==> src/rtl/rvfi_pc_seq_check.sv <==
// PC-continuity / retire-order checker for the RVFI trace bus, with sticky flags and first-failure snapshot.
// Optional: define RISCV_FORMAL_PC_SEQ_ASSERT_EN to also fire immediate asserts on each error condition.
module rvfi_pc_seq_check #(
  parameter int XLEN    = 32,
  parameter int NRET    = 1,
  parameter int ORDER_W = 64,
  parameter int IALIGN  = 32,
  parameter int CNT_W   = 32
) (
  input  logic                    clk,
  input  logic                    resetn,
  input  logic [NRET-1:0]         rvfi_valid,
  input  logic [NRET*ORDER_W-1:0] rvfi_order,
  input  logic [NRET-1:0]         rvfi_trap,
  input  logic [NRET*XLEN-1:0]    rvfi_pc_rdata,
  input  logic [NRET*XLEN-1:0]    rvfi_pc_wdata,
  output logic                    err_pc,
  output logic                    err_order,
  output logic                    err_align,
  output logic                    err_any,
  output logic [ORDER_W-1:0]      fail_order,
  output logic [XLEN-1:0]         fail_pc_exp,
  output logic [XLEN-1:0]         fail_pc_got,
  output logic [CNT_W-1:0]        retire_cnt
);

  localparam logic [1:0] ST_UNSYNC = 2'd0;
  localparam logic [1:0] ST_SYNC   = 2'd1;
  localparam logic [1:0] ST_FAILED = 2'd2;

  logic [1:0]         r_state;
  logic [XLEN-1:0]    r_shadow;
  logic [ORDER_W-1:0] r_exp_order;
  logic               r_err_pc;
  logic               r_err_order;
  logic               r_err_align;
  logic [ORDER_W-1:0] r_fail_order;
  logic [XLEN-1:0]    r_fail_pc_exp;
  logic [XLEN-1:0]    r_fail_pc_got;
  logic [CNT_W-1:0]   r_retire_cnt;

  logic [XLEN-1:0]    w_shadow;
  logic [ORDER_W-1:0] w_exp_order;
  logic               w_synced;
  logic               w_hit_pc;
  logic               w_hit_order;
  logic               w_hit_align;
  logic               w_first_seen;
  logic [ORDER_W-1:0] w_first_order;
  logic [XLEN-1:0]    w_first_exp;
  logic [XLEN-1:0]    w_first_got;
  logic [XLEN-1:0]    w_rdata;
  logic [XLEN-1:0]    w_wdata;
  logic [ORDER_W-1:0] w_order;
  logic               w_pc_bad;
  logic               w_ord_bad;
  logic               w_al_bad;
  logic [3:0]         w_pop;
  logic               w_new_err;
  logic               w_rise;
  logic [1:0]         w_state_nxt;

  function automatic logic [CNT_W-1:0] sat_add(input logic [CNT_W-1:0] a, input logic [3:0] b);
    logic [CNT_W+3:0] s;
    s = {4'b0, a} + (CNT_W+4)'(b);
    return (|s[CNT_W+3:CNT_W]) ? {CNT_W{1'b1}} : s[CNT_W-1:0];
  endfunction

  // Walk channels in ascending order; each sees the shadow as advanced by lower valid channels.
  always_comb begin
    w_shadow      = r_shadow;
    w_exp_order   = r_exp_order;
    w_synced      = (r_state != ST_UNSYNC);
    w_hit_pc      = 1'b0;
    w_hit_order   = 1'b0;
    w_hit_align   = 1'b0;
    w_first_seen  = 1'b0;
    w_first_order = '0;
    w_first_exp   = '0;
    w_first_got   = '0;
    w_rdata       = '0;
    w_wdata       = '0;
    w_order       = '0;
    w_pc_bad      = 1'b0;
    w_ord_bad     = 1'b0;
    w_al_bad      = 1'b0;
    w_pop         = '0;
    for (int k = 0; k < NRET; k++) begin
      if (rvfi_valid[k]) begin
        w_rdata   = rvfi_pc_rdata[k*XLEN +: XLEN];
        w_wdata   = rvfi_pc_wdata[k*XLEN +: XLEN];
        w_order   = rvfi_order[k*ORDER_W +: ORDER_W];
        w_pc_bad  = w_synced && (w_rdata != w_shadow);
        w_ord_bad = w_synced && (w_order != w_exp_order);
        w_al_bad  = !rvfi_trap[k] && (w_wdata[0] || ((IALIGN == 32) && w_wdata[1]));
        if (!w_first_seen && (w_pc_bad || w_ord_bad || w_al_bad)) begin
          w_first_seen  = 1'b1;
          w_first_order = w_order;
          if (w_pc_bad) begin
            w_first_exp = w_shadow;
            w_first_got = w_rdata;
          end
        end
        w_hit_pc    = w_hit_pc | w_pc_bad;
        w_hit_order = w_hit_order | w_ord_bad;
        w_hit_align = w_hit_align | w_al_bad;
        w_shadow    = w_wdata;
        w_exp_order = w_order + 1'b1;
        w_synced    = 1'b1;
        w_pop       = w_pop + 4'd1;
      end
    end
  end

  assign w_new_err = w_hit_pc | w_hit_order | w_hit_align;
  assign w_rise    = w_new_err && !err_any;

  always_comb begin
    w_state_nxt = r_state;
    if (err_any || w_new_err) w_state_nxt = ST_FAILED;
    else if (w_synced)        w_state_nxt = ST_SYNC;
  end

  always_ff @(posedge clk or negedge resetn) begin
    if (!resetn) begin
      r_state       <= ST_UNSYNC;
      r_shadow      <= '0;
      r_exp_order   <= '0;
      r_err_pc      <= 1'b0;
      r_err_order   <= 1'b0;
      r_err_align   <= 1'b0;
      r_fail_order  <= '0;
      r_fail_pc_exp <= '0;
      r_fail_pc_got <= '0;
      r_retire_cnt  <= '0;
    end else begin
      r_state      <= w_state_nxt;
      r_shadow     <= w_shadow;
      r_exp_order  <= w_exp_order;
      r_err_pc     <= r_err_pc | w_hit_pc;
      r_err_order  <= r_err_order | w_hit_order;
      r_err_align  <= r_err_align | w_hit_align;
      r_retire_cnt <= sat_add(r_retire_cnt, w_pop);
      // Snapshot only the very first failure; later errors leave it untouched.
      if (w_rise) begin
        r_fail_order  <= w_first_order;
        r_fail_pc_exp <= w_first_exp;
        r_fail_pc_got <= w_first_got;
      end
`ifdef RISCV_FORMAL_PC_SEQ_ASSERT_EN
      assert (!(resetn && w_hit_pc))    else $error("rvfi_pc_seq_check: PC discontinuity");
      assert (!(resetn && w_hit_order)) else $error("rvfi_pc_seq_check: order skip or repeat");
      assert (!(resetn && w_hit_align)) else $error("rvfi_pc_seq_check: misaligned next PC");
`endif
    end
  end

  assign err_pc      = r_err_pc;
  assign err_order   = r_err_order;
  assign err_align   = r_err_align;
  assign err_any     = r_err_pc | r_err_order | r_err_align;
  assign fail_order  = r_fail_order;
  assign fail_pc_exp = r_fail_pc_exp;
  assign fail_pc_got = r_fail_pc_got;
  assign retire_cnt  = r_retire_cnt;

endmodule

==> config.mk <==
export PLATFORM = sky130hd
export DESIGN_NAME = rvfi_pc_seq_check
export DESIGN_NICKNAME = d
export VERILOG_FILES = /design/src/rtl/rvfi_pc_seq_check.sv
export SDC_FILE = /design/constraint.sdc
export NUM_CORES = 1
export LEC_CHECK = 0
export CAP_MARGIN = 20
export CORE_ASPECT_RATIO = 0.9
export CORE_MARGIN = 4
export CORE_UTILIZATION = 48
export CTS_CLUSTER_DIAMETER = 150
export DETAILED_ROUTE_END_ITERATION = 10
export GPL_TIMING_DRIVEN = 0
export PLACE_DENSITY = 0.76
export REMOVE_ABC_BUFFERS = 1
export SYNTH_ARGS = -nofsm -noshare
export SYNTH_HDL_FRONTEND = slang
export SYNTH_SLANG_ARGS = --single-unit
==> constraint.sdc <==
create_clock -name clk -period 2.3 [get_ports clk]
set_input_delay 0.46 -clock clk [delete_from_list [all_inputs] [get_ports clk]]
set_output_delay 0.46 -clock clk [all_outputs]
set_load 0.01 [all_outputs]
==> results.md <==
- Status: finished, violations left
- Failing checks: negative setup slack
- Area Growth Syn to Fin: 40.90%
- VDD IR-drop max: ~0.00057 V
- Remaining antenna violation count: 0
- Cell accounting for the most synthesized area: dfrtp_1
- Max Cap Viol: 0
- TritonCTS Buffers: 30
- Slowest library cell on the worst path: dfrtp_1
- Initial Util: 49.34%
- Gr usage total: 27.80%
- Post-Synthesis Cell Area: approximately 14000 um2
- Crit path max fanout: 9
- Post-Layout Cell Count: 2218
- Initial antenna violation count: 10
- Clock Sinks: 261
- Most common cell after layout, fill and taps aside: dfrtp_1
- Setup violators final: about 110
- Final hold viol count: 0
- GR peak layer: met2
- Syn avg cell area: between 9 and 10 um2
- Largest net degree at the start of global routing: 129
- Post-synthesis sequential area ratio: 45.28%
- Worst hold path class: input pin to flop
- Worst-case clock buffer depth: 3
- Tot Pwr: ~13 mW
- Die W: 190.7 um
- Met2 global-route usage: 44.01%
- Initial drt markers: between 1k and 1.5k
- Synth area leaders: dfrtp_1 (45%), o211ai_1 (6.7%), xnor2_1 (5.8%), xor2_1 (4.9%), a41oi_1 (3.9%)
- Total number of vias: roughly 13k
- Fin nets: 1930
- Setup Skew: between 15 and 20 ps
- Congestion Overflow GR: 0
- Worst Path Buf+Inv: 2
- Post-synth top flop: dfrtp_1
- Final instance area: around 20000 um2
- Number of vias per cell: 5.964
- WL final: about 49000 um
- Max_slew headroom: between 30% and 40%
- HPWL after DPL: between 30000 and 40000 um
- Clk Latency, worst-skew pair: about 560 ps
- Hold depth: 3
- WHS: 325.6 ps
- Crit path largest cell delay: between 400 and 500 ps
- Met3 Resource Use GR: under 10%
- DR WL/cell: approximately 22 um
- Netlist cell types: 53
- Worst setup SP type: flop
- Worst path depth: 8
- IO Count: between 200 and 300
- Root buffer cell: clkbuf_16
- Synth top area share: a little under half
- Endpoint class of the critical path: flop
- Reg clk slew, reported paths: 60 ps
- Buffers on Ports: between 200 and 300
- Leakage: slightly below 9 nW
- Commonest non-fill, non-tap cells in the layout: dfrtp_1 (261), clkdlybuf4s50_1 (252), inv_1 (132)
- Vias in the first global route: ~13k
- Synthesized flop and latch total: around 260
- Post-synthesis async set-or-reset flop share: 100.0%
- Crit share post-route: 104.4%
- CTS tree: done
- Share of cells above drive strength 1: about 17%
- Fin worst setup slack: -100.7 ps
- # DRC: 0
- H-tree lvl count: 1
- Worst slew pin tran: roughly 1000 ps
- Critical Path RT: around 2700 ps
- Core Util, Final: 69.52%
- WP data arrival: between 2000 and 3000 ps
- Routability-driven placement congestion ratio: around 0.9
- Row count: just under 60
- Setup Crit Path Kind: flop to flop
- CORE AREA: roughly 29000 um2
- Worst r2r path cells: 8
- Die footprint: 32890 um2
- RSZ-0062 raised after global routing: true
- Post-synth EDFFs: 0
- Pwr Density: 641.7 nW/um2
- Crit path time final: 2401 ps
- Placement Cell Area: around 18000 um2
- Die height: ~170 um
- DP Cell Count: 2090
- First-pass GRT wire length: between 70000 and 80000 um
- Worst path cell trace: xor2_2, nor4_2, nand4_1, nor4_4, buf_6, or3_4, buf_8, o211ai_1
- Top cell family by delay on the critical path: simple AND/OR/NAND/NOR gates
- FMAX: 0.4165 GHz
- Count of pins over their slew limit: 0
- Pre-antenna DRT Iters: 5
- Gate Count Post-Synth: 1487
- Yosys warns: 0
- M1 GR Usage: between 30% and 40%
==> repair_timing <==
item                                    4_1_cts  5_1_grt
endpoints found under the setup margin      198      189
gates cloned                                 12        9
hold endpoints to repair                     54        0
setup buffers                                37       14
pin swaps                                    32       28
gates resized for setup                     140       54
hold buffers                                  1        0
==> cell families (layout without fill, tap and decap cells) <==
| logic type | count (synthesis) | count (layout) | share of synthesized area, % |
|---|---|---|---|
| xor gates and xnor gates | 177 | 177 | 10.75 |
| other | 0 | 6 | 0 |
| adders and majority gates | 3 | 3 | 0.2603 |
| AOI/OAI and AO/OA | 398 | 401 | 19.08 |
| and+or+nand+nor | 359 | 363 | 14.29 |
| DFF | 261 | 261 | 45.28 |
| muxes | 39 | 39 | 3.036 |
| buffers and inverters | 250 | 572 | 7.304 |
==> flip-flops by register name (all words and copies together) (netlist names) <==
| signal | count |
|---|---|
| err_align | 1 |
| r_state | 2 |
| r_shadow | 32 |
| r_exp_order | 64 |
| retire_cnt | 32 |
| err_order | 1 |
| fail_pc_exp | 32 |
| err_pc | 1 |
| fail_order | 64 |
| fail_pc_got | 32 |
==> worst reg2reg max path, delay by kind of cell (launching register included) <==
family	cells	cell delay, ps
buffers and inverters	2	390
XOR/XNOR	1	200
AND/OR/NAND/NOR	4	1170
flip-flops	1	410
AO/OA/AOI/OAI	1	100
==> through the flow <==
| step | setup slack [ps] | TNS [ps] |
|---|---|---|
| after floorplan | -6894 | -825640 |
| after global placement | -13540 | -5008650 |
| after detailed placement | -1662 | -244230 |
| after CTS | -133.6 | -6995 |
| after global routing | -179.6 | -16110 |
| final | -100.7 | -8425 |
==> power by group <==
group          internal (mW)  switching [mW]
sequential              5.06           0.405
combinational           1.45            1.31
clock                   2.88            1.94
==> synth_stat cells, types with 2 or more instances <==
cell      count
o21ai_0      30
inv_1       132
nor4_1       31
dfrtp_1     261
and4_1        4
ha_1          3
nand4_4       2
buf_1         7
a31oi_1       2
mux2_2       38
nor2_1       79
clkbuf_2      7
nand2_1      53
and3_1        7
nand2b_1      5
a41oi_1      65
and2_1       70
xor2_1       81
buf_6         8
nor3_1       21
nand3_1      34
a21oi_1      60
a21o_1        2
o211ai_1    128
nor4_4        5
buf_2        25
xnor2_1      96
buf_4         4
or3_1         2
o21ai_1      41
clkbuf_1     66
nor4_2       11
a22oi_1      64
nand4_1      24
==> layer usage <==
metal  routed length, um  vias to the layer above  part of all wire, %
met5                  58                        -                 0.12
met4                1732                       10                  3.5
met3                4709                      114                  9.6
met2               22550                      620                   46
met1               20050                     6546                   41
li1                    -                     5938                    -
==> layout make-up <==
type / count / area, um2
antenna: 6 / 15.01
clock buffer: 47 / 935.9
clock inverter: 6 / 58.81
fill: 2164 / 8910
inverter: 133 / 504.2
multi-input combinational: 983 / 7482
sequential: 261 / 6531
tap: 396 / 495.5
timing repair buffer: 385 / 4295
timing repair inverter: 1 / 5.005
==> final timing paths <==
| kind | slack, ps | endpoint | startpoint |
|---|---|---|---|
| max in group asynchronous | 530 | retire_cnt[3] | resetn |
| setup / recovery | -100 | fail_order[54] | r_exp_order[28] |
| hold / removal | 330 | fail_order[62] | rvfi_order[62] |
| min in group asynchronous | 420 | fail_order[9] | resetn |
| setup reg to reg | -100 | fail_order[54] | r_exp_order[28] |
| hold reg to reg | 550 | fail_pc_exp[25] | fail_pc_exp[25] |
(Power assumes the default switching activity.)
